[src/rtl/fwd_hazard_ctrl.sv]
// fwd_hazard_ctrl: EX-stage operand forwarding selects and load-use stall,
// driven from a shadow copy of the ID/EX and EX/MEM destination/control bits.
module fwd_hazard_ctrl #(
  parameter int REG_W = 5,
  parameter int SEL_W = 2
) (
  input  logic             clk_i,
  input  logic             rst_i,
  input  logic             id_valid_i,
  input  logic [REG_W-1:0] id_rs_i,
  input  logic [REG_W-1:0] id_rt_i,
  input  logic [REG_W-1:0] id_rd_i,
  input  logic             id_regwrite_i,
  input  logic             id_memread_i,
  input  logic             flush_i,
  output logic [SEL_W-1:0] fwdA_sel_o,
  output logic [SEL_W-1:0] fwdB_sel_o,
  output logic             stall_o
);
  localparam logic [SEL_W-1:0] SEL_RF  = SEL_W'(0);
  localparam logic [SEL_W-1:0] SEL_EXM = SEL_W'(1);
  localparam logic [SEL_W-1:0] SEL_MWB = SEL_W'(2);
  logic [REG_W-1:0] ex_rd_q, ex_rd_d, mem_rd_q;
  logic             ex_regwrite_q, ex_regwrite_d, ex_memread_q, ex_memread_d, mem_regwrite_q;
  logic [SEL_W-1:0] fwd_a_q, fwd_a_d, fwd_b_q, fwd_b_d;
  logic             bubble, ex_live, mem_live;
  // Register 0 is hard-wired, so a producer targeting it never forwards.
  assign ex_live  = ex_regwrite_q & (ex_rd_q != '0);
  assign mem_live = mem_regwrite_q & (mem_rd_q != '0);
  assign stall_o  = id_valid_i & ex_memread_q & (ex_rd_q != '0) &
                    ((ex_rd_q == id_rs_i) | (ex_rd_q == id_rt_i));
  assign bubble   = flush_i | stall_o | ~id_valid_i;
  always_comb begin
    ex_rd_d       = bubble ? '0 : id_rd_i;
    ex_regwrite_d = ~bubble & id_regwrite_i;
    ex_memread_d  = ~bubble & id_memread_i;
    fwd_a_d       = bubble ? SEL_RF :
                    (ex_live & (ex_rd_q == id_rs_i))   ? SEL_EXM :
                    (mem_live & (mem_rd_q == id_rs_i)) ? SEL_MWB : SEL_RF;
    fwd_b_d       = bubble ? SEL_RF :
                    (ex_live & (ex_rd_q == id_rt_i))   ? SEL_EXM :
                    (mem_live & (mem_rd_q == id_rt_i)) ? SEL_MWB : SEL_RF;
  end
  always_ff @(posedge clk_i or negedge rst_i) begin
    if (!rst_i) begin
      ex_rd_q        <= '0;
      ex_regwrite_q  <= 1'b0;
      ex_memread_q   <= 1'b0;
      mem_rd_q       <= '0;
      mem_regwrite_q <= 1'b0;
      fwd_a_q        <= SEL_RF;
      fwd_b_q        <= SEL_RF;
    end else begin
      ex_rd_q        <= ex_rd_d;
      ex_regwrite_q  <= ex_regwrite_d;
      ex_memread_q   <= ex_memread_d;
      mem_rd_q       <= ex_rd_q;
      mem_regwrite_q <= ex_regwrite_q;
      fwd_a_q        <= fwd_a_d;
      fwd_b_q        <= fwd_b_d;
    end
  end
  assign fwdA_sel_o = fwd_a_q;
  assign fwdB_sel_o = fwd_b_q;
endmodule

[config.mk]
export PLATFORM = sky130hd
export DESIGN_NAME = fwd_hazard_ctrl
export DESIGN_NICKNAME = d
export VERILOG_FILES = /design/src/rtl/fwd_hazard_ctrl.sv
export SDC_FILE = /design/constraint.sdc
export NUM_CORES = 1
export LEC_CHECK = 0
export CORE_UTILIZATION = 39
export CTS_CLUSTER_DIAMETER = 80
export DETAILED_ROUTE_END_ITERATION = 6
export PLACE_DENSITY_LB_ADDON = 0.08
export SLEW_MARGIN = 40
export SYNTH_ARGS = -nofsm -noshare
export SYNTH_HDL_FRONTEND = slang
export SYNTH_SLANG_ARGS = --single-unit
[constraint.sdc]
create_clock -name clk_i -period 3.5 [get_ports clk_i]
set_clock_uncertainty 0.2 [all_clocks]
set_input_delay 0.7 -clock clk_i [delete_from_list [all_inputs] [get_ports clk_i]]
set_output_delay 0.7 -clock clk_i [all_outputs]
set_load 0.01 [all_outputs]
-- Word-level counts from Yosys, hierarchy flattened
Index checks and enable logic that the tools add are counted.
- div/mod/pow operators: 0
- add/subtract/negate cells: 0
- $mul: 0
- bitwise logic cells: 16
- shift-type cells: 0
- magnitude comparators: 0
- mux-type cells: 7
- equality and inequality tests: 4
- reductions and logical operators: 2
- operator list (operator ; count):
    $eq A5 B5 Y1 ; 4
    $mux W2 ; 6
    $and A1 B1 Y1 ; 11
    $reduce_bool A5 Y1 ; 2
    $mux W5 ; 1
    $or A1 B1 Y1 ; 3
    $not A1 Y1 ; 2
- input port bits: 21
- memories: 0
- register bits: 17
- word-level logic and storage cells: 36
- latch bits: 0
- output and inout bits: 5
- RAM bits: 0
- memory bits (read-only): 0

-- Depth between registers and ports, before layout
Gate-level depths: netlist (run 1).
- depth after elaboration: 7
- gate-level depth with buffers: 6
- mapped depth without buffers: 6

-- Worst setup path before layout (run 1)
OpenSTA, ideal clock, no wires.
- kind: input-to-output
- start point: in id_rs_i[3]
- end point: out stall_o
- slack: 1.159 ns
- cell stages on the path: 5
- buffers on the path: 0
- data required time: 2.600 ns
- data arrival time: 1.441 ns
- cell sequence: xor2_1 nor3_2 nand3_2 a21o_4 inv_4
- longest elaborated chain between the ends: 3
- ends and longest elaborated chain (element ; RTL line ; source):
    start, declared ; 10 ; input logic [REG_W-1:0] id_rs_i,
    $eq A5 B5 Y1 ; 31 ; ((ex_rd_q == id_rs_i) | (ex_rd_q == id_rt_i));
    $or A1 B1 Y1 ; 31 ;
    $and A1 B1 Y1 ; 30 ; assign stall_o = id_valid_i & ex_memread_q & (ex_rd_q != '0) &
    end, declared ; 18 ; output logic stall_o
Every way passes these cells.

-- Worst setup path in the final report (run 1)
- start point: in id_rt_i[4]
- end point: out stall_o
- longest elaborated chain between the ends: 3
- ends and longest elaborated chain (element ; RTL line ; source):
    start, declared ; 11 ; input logic [REG_W-1:0] id_rt_i,
    $eq A5 B5 Y1 ; 31 ;
    $or A1 B1 Y1 ; 31 ;
    $and A1 B1 Y1 ; 30 ;
Every way passes these cells.

==> report_table.html, run 1 <==
<table>
<tr><th>Metric</th><th>Value</th></tr>
<tr><th colspan="2">Status</th></tr>
<tr><td>Outcome</td><td>finished clean</td></tr>
<tr><th colspan="2">CTS</th></tr>
<tr><td>Clock tree root driver cell</td><td>clkbuf_4</td></tr>
<tr><td>Number of buffers created by CTS</td><td>3</td></tr>
<tr><td>Setup repair bufs after CTS</td><td>0</td></tr>
<tr><td>Clock Latency Late Sink</td><td>290 ps</td></tr>
<tr><td>Clk sinks</td><td>17</td></tr>
<tr><td>CTS tree</td><td>built</td></tr>
<tr><td>Clock slew at reported path FFs</td><td>around 100 ps</td></tr>
<tr><td>H-tree Lvls</td><td>1</td></tr>
<tr><td>Clock buffer depth</td><td>2</td></tr>
<tr><th colspan="2">Setup path</th></tr>
<tr><td>Critical Path, Cell by Cell</td><td>clkdlybuf4s50_1, xor2_1, nor3_1, nand3_1, a21o_4, inv_4, dlymetal6s2s_1</td></tr>
<tr><td>CP max stage cell</td><td>clkdlybuf4s50_1</td></tr>
<tr><td>Origin of the worst setup path</td><td>id_rt_i[4]</td></tr>
<tr><td>Register-to-register setup slack</td><td>1750 ps</td></tr>
<tr><td>Top fanout value on the critical path</td><td>8</td></tr>
<tr><td>Kind of capture point of the worst setup path</td><td>output pin</td></tr>
<tr><td>Worst path depth</td><td>7</td></tr>
<tr><td>End point of the critical path</td><td>stall_o</td></tr>
<tr><td>Depth of the most critical reg-to-reg path</td><td>5</td></tr>
<tr><td>Startpoint of the lowest-slack register-to-register path</td><td>ex_rd_q[4]$_DFF_PN0_</td></tr>
<tr><td>Critical path type</td><td>in2out</td></tr>
<tr><td>Critical register-to-register path endpoint</td><td>ex_rd_q[3]$_DFF_PN0_</td></tr>
<tr><td>Arrival time at the worst endpoint</td><td>2140 ps</td></tr>
<tr><td>Count of buffer and inverter cells on the critical path</td><td>3</td></tr>
<tr><td>CP Data Required Time</td><td>2600 ps</td></tr>
<tr><td>Category of cells accounting for the largest share of critical-path delay</td><td>buffers and inverters</td></tr>
<tr><td>Critical path startpoint category</td><td>input pin</td></tr>
<tr><td>Peak per-stage delay on the critical path</td><td>450 ps</td></tr>
<tr><th colspan="2">Die</th></tr>
<tr><td>Initial core utilization</td><td>41.43%</td></tr>
<tr><td>Std-Cell Rows</td><td>16</td></tr>
<tr><td>Vertical extent of the die</td><td>approximately 47 um</td></tr>
<tr><td>Boundary Pins</td><td>26</td></tr>
<tr><td>Area of the die</td><td>roughly 0.0022 mm2</td></tr>
<tr><td>Placeable Area</td><td>0.001942 mm2</td></tr>
<tr><td>Die X</td><td>47.42 um</td></tr>
<tr><th colspan="2">Yosys</th></tr>
<tr><td>Register bit total from synthesis</td><td>17</td></tr>
<tr><td>Syn_nets</td><td>89</td></tr>
<tr><td>Post-synthesis cell count</td><td>slightly below 70</td></tr>
<tr><td>Synth cell types</td><td>19</td></tr>
<tr><td>Yosys warning total</td><td>0</td></tr>
<tr><td>Post-synth design cell area</td><td>roughly 800 um2</td></tr>
<tr><td>Sequential area share after synthesis</td><td>between 50% and 60%</td></tr>
<tr><td>Synth Area per Inst</td><td>11.83 um2</td></tr>
<tr><th colspan="2">Finish</th></tr>
<tr><td>Most common cell after layout, fill and taps aside</td><td>clkdlybuf4s50_1</td></tr>
<tr><td>Fillcell total</td><td>184</td></tr>
<tr><td>Commonest cells after routing, fill and taps aside</td><td>clkdlybuf4s50_1 (24), dfrtp_1 (17), xor2_1 (12)</td></tr>
<tr><td>Total Nets Final</td><td>119</td></tr>
<tr><td>Final cell area excluding filler cells</td><td>roughly 0.0011 mm2</td></tr>
<tr><td>Area growth, synth to finish</td><td>39.04%</td></tr>
<tr><td>Antenna diodes</td><td>0</td></tr>
<tr><td>Share of final-layout standard cells stronger than drive strength 1</td><td>between 15 and 20%</td></tr>
<tr><th colspan="2">GRT</th></tr>
<tr><td>GR met2 Demand/Resource</td><td>27.12%</td></tr>
<tr><td>GR Layer Usage met1</td><td>19.95%</td></tr>
<tr><td>Top Usage Layer GRT</td><td>met2</td></tr>
<tr><td>Remaining Overflow, GRT</td><td>0</td></tr>
<tr><td>Met3 usage</td><td>4.528%</td></tr>
<tr><td>Combined global-route utilization of all metal layers</td><td>16.57%</td></tr>
<tr><td>Maximum number of pins on one net before global-route repair</td><td>18</td></tr>
<tr><td>Antenna violations before repair</td><td>0</td></tr>
<tr><td>Global-route wire length before repair</td><td>2442 um</td></tr>
<tr><td>Vias in the first global route</td><td>570</td></tr>
<tr><th colspan="2">Drt</th></tr>
<tr><td>First-pass iteration count of the detailed router</td><td>3</td></tr>
<tr><td>Via total after detailed routing</td><td>605</td></tr>
<tr><td>Drc violations</td><td>0</td></tr>
<tr><td>Average detailed-routed wire length per instance</td><td>12.49 um</td></tr>
<tr><td>Post-DR vias/cell</td><td>just under 5</td></tr>
<tr><td>Antenna Violating Nets Remaining</td><td>0</td></tr>
<tr><td>Post-Route WL</td><td>1549 um</td></tr>
<tr><td>Iteration-0 DRC Markers</td><td>11</td></tr>
<tr><th colspan="2">STA</th></tr>
<tr><td>Fin. max-slew vios</td><td>0</td></tr>
<tr><td>FMAX</td><td>around 330 MHz</td></tr>
<tr><td>Crit path time final</td><td>3043 ps</td></tr>
<tr><td>Number of hold violations in the final report</td><td>0</td></tr>
<tr><td>Worst Tran Pin Value</td><td>730.8 ps</td></tr>
<tr><td>PnR worst setup slack</td><td>456.9 ps</td></tr>
<tr><td>Period utilisation layout</td><td>between 80 and 90%</td></tr>
<tr><td>Final TNS setup</td><td>0 ps</td></tr>
<tr><td>Unrepaired setup endpoints after global routing</td><td>false</td></tr>
<tr><td>Relative max-transition margin</td><td>51.13%</td></tr>
<tr><td>Number of endpoints failing setup at the final stage</td><td>0</td></tr>
<tr><th colspan="2">Placement</th></tr>
<tr><td>Detailed placer's ending HPWL</td><td>between 1000 and 1500 um</td></tr>
<tr><td>Post-DP Area</td><td>0.001089 mm2</td></tr>
<tr><td>Count of input and output buffers</td><td>25</td></tr>
<tr><td>DP Worst Slack</td><td>60.57 ps</td></tr>
<tr><td>Final RePlAce weighted congestion</td><td>between 0.7 and 0.8</td></tr>
<tr><th colspan="2">Pwr</th></tr>
<tr><td>Static power due to leakage</td><td>0.5127 nW</td></tr>
<tr><td>Worst vdd rail ir drop</td><td>0.2494 mV</td></tr>
<tr><td>Power per cell area</td><td>330.6 mW/mm2</td></tr>
<tr><th colspan="2">Worst hold path</th></tr>
<tr><td>Hold Path Class</td><td>reg2reg</td></tr>
<tr><th colspan="2">Flow run</th></tr>
<tr><td>Number of max-cap violations</td><td>0</td></tr>
</table>
report_power, final:
part,internal [mW],switching (mW)
sequential,0.202,0.00656
combinational,0.0357,0.0230
clock,0.0425,0.0600
total,0.280,0.0896
through the flow:
stage          total power [mW]  hold WS, ps  std cells  utilization [%]
5_1_grt                  0.3910        217.1        124            57.60
3_3_place_gp             0.2713        168.7        120            56.06
6_report                 0.3698        195.2        124            57.60
2_1_floorplan            0.2366        153.5         68                -
3_5_place_dp             0.2720        171.9        120            56.06
4_1_cts                  0.3748        195.9        124            57.47
sequential cells by signal (all words and copies together), names as in the netlist:
register	cells
mem_regwrite_q	1
ex_regwrite_q	1
fwdA_sel_o	2
ex_rd_q	5
fwdB_sel_o	2
ex_memread_q	1
mem_rd_q	5
logic make-up after synthesis:
logic type	count (synthesis)	share of synthesized area, %
buffers and inverters	1	0.7781
AO/OA/AOI/OAI	3	3.576
AND/OR/NAND/NOR	27	21.00
flip-flops	17	52.88
XOR/XNOR	20	21.77
cells in the mapped netlist (all sizes together):
library cell,instances,area [um2]
nor3,5,30.03
xnor2,8,70.07
nor2,2,7.510
xor2,12,105.1
nand2b,1,6.260
dfrtp,17,425.4
nor2b,1,6.260
nand4,1,6.260
nand3,3,20.02
nand2,2,7.510
o21ai,1,5.000
or4,1,7.510
inv,1,6.260
and3,7,52.55
nor4,4,25.02
o2111ai,1,8.760
a21o,1,15.01
what timing repair did:
item	4_1_cts	5_1_grt
endpoints found under the setup margin	0	1
gates resized for setup	0	1
hold buffers	0	0
how the worst min path moves through the flow:
stage / endpoint / depth (start not counted) / start / slack (ps)
finish: mem_regwrite_q$_DFF_PN0_ / 0 / ex_regwrite_q$_DFF_PN0_ / 200
global route: mem_regwrite_q$_DFF_PN0_ / 0 / ex_regwrite_q$_DFF_PN0_ / 220
CTS: mem_regwrite_q$_DFF_PN0_ / 0 / ex_regwrite_q$_DFF_PN0_ / 200
detailed placement: mem_regwrite_q$_DFF_PN0_ / 0 / ex_regwrite_q$_DFF_PN0_ / 170
global placement: mem_regwrite_q$_DFF_PN0_ / 0 / ex_regwrite_q$_DFF_PN0_ / 170
floorplan: mem_regwrite_q$_DFF_PN0_ / 0 / ex_regwrite_q$_DFF_PN0_ / 150
layer usage:
metal  share of wire, %  vias to the layer above
met2                 49                       18
met1                 45                      291
met5                  0                        -
met4               0.65                        0
li1                   -                      294
met3                5.4                        2
area by class of cell:
cell class | instances | area [um2] | area share (%)
clock buffer | 3 | 22.52 | 2.013
clock inverter | 1 | 5.005 | 0.4474
inverter | 1 | 6.256 | 0.5593
multi-input combinational | 50 | 372.9 | 33.33
sequential | 17 | 425.4 | 38.03
tap | 27 | 33.78 | 3.020
timing repair buffer | 25 | 252.7 | 22.60
Note: power is estimated with default switching activity, not from simulation.
==> run 2: changes to the inputs <==
- PLACE_DENSITY: not set -> 0.67
- PLACE_DENSITY_LB_ADDON: 0.08 -> not set
==> run 2 against run 1 <==
Net effect: worst setup slack got worse by 360 ps; clock power hardly changed; cell count up 0.81%; critical path type unchanged; largest power group unchanged.
==> report_table.html, run 2 (synthesis gave the netlist of run 1 again) <==
<table>
<tr><th>Metric</th><th>Value</th></tr>
<tr><th colspan="2">Placement</th></tr>
<tr><td>Count of input and output buffers</td><td>25</td></tr>
<tr><td>Post-DP Area</td><td>0.001089 mm2</td></tr>
<tr><td>Final RePlAce weighted congestion</td><td>0.7491</td></tr>
<tr><th colspan="2">Setup path</th></tr>
<tr><td>CP Data Required Time</td><td>~2600 ps</td></tr>
<tr><td>Critical path type</td><td>in2out</td></tr>
<tr><td>Arrival time at the worst endpoint</td><td>approximately 2500 ps</td></tr>
<tr><td>Kind of capture point of the worst setup path</td><td>output pin</td></tr>
<tr><td>Critical path startpoint category</td><td>input pin</td></tr>
<tr><td>Top fanout value on the critical path</td><td>8</td></tr>
<tr><th colspan="2">GRT</th></tr>
<tr><td>Antenna violations before repair</td><td>0</td></tr>
<tr><td>Global-route wire length before repair</td><td>2553 um</td></tr>
<tr><td>Vias in the first global route</td><td>603</td></tr>
<tr><td>Maximum number of pins on one net before global-route repair</td><td>18</td></tr>
<tr><td>Combined global-route utilization of all metal layers</td><td>17.12%</td></tr>
<tr><td>Remaining Overflow, GRT</td><td>0</td></tr>
<tr><th colspan="2">STA</th></tr>
<tr><td>Period utilisation layout</td><td>97.13%</td></tr>
<tr><td>Crit path time final</td><td>3400 ps</td></tr>
<tr><td>Fin. max-slew vios</td><td>0</td></tr>
<tr><td>Unrepaired setup endpoints after global routing</td><td>false</td></tr>
<tr><td>Final TNS setup</td><td>0 ps</td></tr>
<tr><td>Worst Tran Pin Value</td><td>452.4 ps</td></tr>
<tr><td>Relative max-transition margin</td><td>a little over two thirds</td></tr>
<tr><td>Number of hold violations in the final report</td><td>0</td></tr>
<tr><td>FMAX</td><td>294.2 MHz</td></tr>
<tr><td>Number of endpoints failing setup at the final stage</td><td>0</td></tr>
<tr><th colspan="2">CTS</th></tr>
<tr><td>Count of hold buffers inserted by post-cts repair</td><td>0</td></tr>
<tr><td>Setup repair bufs after CTS</td><td>0</td></tr>
<tr><td>Clock buffer depth</td><td>2</td></tr>
<tr><td>CTS tree</td><td>built</td></tr>
<tr><td>H-tree Lvls</td><td>1</td></tr>
<tr><td>Number of buffers created by CTS</td><td>3</td></tr>
<tr><td>Gates resized, CTS repair</td><td>0</td></tr>
<tr><td>Clock slew at reported path FFs</td><td>90 ps</td></tr>
<tr><td>Clock tree root driver cell</td><td>clkbuf_4</td></tr>
<tr><td>Clock Latency Late Sink</td><td>around 280 ps</td></tr>
<tr><td>Clk sinks</td><td>17</td></tr>
<tr><th colspan="2">Pwr</th></tr>
<tr><td>Net switching power figure</td><td>0.08790 mW</td></tr>
<tr><td>Power per cell area</td><td>330.8 mW/mm2</td></tr>
<tr><td>Total internal power</td><td>0.2817 mW</td></tr>
<tr><td>Sw Ratio</td><td>23.78%</td></tr>
<tr><td>Sequential cell fraction of total power</td><td>56.4%</td></tr>
<tr><td>Static power due to leakage</td><td>a little under 0.5 nW</td></tr>
<tr><td>Part of the total power dissipated in combinational logic</td><td>15.9%</td></tr>
<tr><td>Worst vdd rail ir drop</td><td>0.1943 mV</td></tr>
<tr><td>Fraction of power consumed by the clock network</td><td>27.7%</td></tr>
<tr><th colspan="2">Finish</th></tr>
<tr><td>Final cell area excluding filler cells</td><td>~0.0011 mm2</td></tr>
<tr><td>Fillcell total</td><td>186</td></tr>
<tr><td>Area of combinational cells with multiple inputs</td><td>about 370 um2</td></tr>
<tr><td>Commonest cells after routing, fill and taps aside</td><td>clkdlybuf4s50_1 (24), dfrtp_1 (17), xor2_1 (12)</td></tr>
<tr><td>Registers with the most flip-flops</td><td>ex_rd_q (5), mem_rd_q (5)</td></tr>
<tr><td>Total area of sequential cells</td><td>425.4 um2</td></tr>
<tr><td>Total Nets Final</td><td>120</td></tr>
<tr><td>Most common cell after layout, fill and taps aside</td><td>clkdlybuf4s50_1</td></tr>
<tr><td>Share of final-layout standard cells stronger than drive strength 1</td><td>16.33%</td></tr>
<tr><td>Antenna diodes</td><td>0</td></tr>
<tr><td>Area growth, synth to finish</td><td>38.88%</td></tr>
<tr><th colspan="2">Drt</th></tr>
<tr><td>Average detailed-routed wire length per instance</td><td>about 13 um</td></tr>
<tr><td>Drc violations</td><td>0</td></tr>
<tr><td>Post-DR vias/cell</td><td>4.840</td></tr>
<tr><td>Via total after detailed routing</td><td>605</td></tr>
<tr><td>Antenna Violating Nets Remaining</td><td>0</td></tr>
<tr><td>First-pass iteration count of the detailed router</td><td>4</td></tr>
<tr><td>Iteration-0 DRC Markers</td><td>4</td></tr>
<tr><td>Post-Route WL</td><td>1592 um</td></tr>
<tr><th colspan="2">Die</th></tr>
<tr><td>Boundary Pins</td><td>26</td></tr>
<tr><td>Std-Cell Rows</td><td>16</td></tr>
<tr><td>Area of the die</td><td>0.002249 mm2</td></tr>
<tr><td>Vertical extent of the die</td><td>47.42 um</td></tr>
<tr><td>Placeable Area</td><td>0.001942 mm2</td></tr>
<tr><td>Die X</td><td>47.42 um</td></tr>
<tr><td>Initial core utilization</td><td>41.43%</td></tr>
<tr><th colspan="2">Worst hold path</th></tr>
<tr><td>Hold Path Class</td><td>in2async</td></tr>
<tr><th colspan="2">Flow run</th></tr>
<tr><td>Number of max-cap violations</td><td>0</td></tr>
<tr><th colspan="2">Status</th></tr>
<tr><td>Outcome</td><td>finished clean</td></tr>
</table>
run 2: cell count changes in the layout (fill, tap and decap cells not counted):
| cell | delta |
|---|---|
| buf_2 | +1 |
| buf_4 | +1 |
| clkbuf_1 | +1 |
| clkinv_2 | -1 |
| dlymetal6s2s_1 | -1 |
run 2: power by group through the flow:
stage | combinational (mW) | clock (mW) | sequential (mW)
6_report | 0.0586 | 0.102 | 0.209
5_1_grt | 0.0644 | 0.115 | 0.210
4_1_cts | 0.0600 | 0.105 | 0.209
3_5_place_dp | 0.0596 | 0 | 0.213
3_3_place_gp | 0.0585 | 0 | 0.213
2_1_floorplan | 0.0259 | 0 | 0.211
run 2: area by class of cell:
cell class	count	area share (%)
repair buffers	26	22.62
inverters	1	0.5599
multi-input cells	50	33.37
clock buffers	4	2.352
well taps	27	3.024
flip-flops and latches	17	38.07
run 2: worst paths after layout:
path | cells after the start | from | end | slack (ps)
setup / recovery | 7 | id_rs_i[3] | stall_o | 100
hold reg to reg | 0 | ex_regwrite_q$_DFF_PN0_ | mem_regwrite_q$_DFF_PN0_ | 200
max in group asynchronous | 1 | rst_i | mem_regwrite_q$_DFF_PN0_ | 2720
hold / removal | 1 | rst_i | fwdA_sel_o[0]$_DFF_PN0_ | 110
setup reg to reg | 5 | ex_rd_q[3]$_DFF_PN0_ | ex_rd_q[4]$_DFF_PN0_ | 1770
min in group clk_i | 0 | ex_regwrite_q$_DFF_PN0_ | mem_regwrite_q$_DFF_PN0_ | 200
run 2: layer usage:
| metal | vias to the layer above | wire length [um] | track usage, % |
|---|---|---|---|
| met5 | - | 0 | 0 |
| met4 | 0 | 24 | 6.857 |
| met3 | 5 | 67 | 2.264 |
| met2 | 18 | 826 | 30.41 |
| met1 | 286 | 674 | 20.86 |
| li1 | 296 | - | - |
run 2: through the flow:
step | setup WS [ps] | util [%] | power [mW] | hold WS [ps] | instances
finish | 100.4 | 57.54 | 0.3696 | 113.7 | 125
detailed placement | 88.34 | 56.06 | 0.2722 | 173.6 | 120
global route | 11.96 | 57.54 | 0.3896 | 131.1 | 125
global placement | 86.41 | 56.06 | 0.2712 | 170.2 | 120
floorplan | 1159 | - | 0.2366 | 153.5 | 68
CTS | 83.28 | 57.41 | 0.3738 | 196.7 | 124
run 2: critical path, stage by stage:
cell and delay (ps):
clkdlybuf4s50_1 460, xor2_1 170, nor3_2 210, nand3_2 130, a21o_4 270, inv_4 60, clkdlybuf4s50_1 520
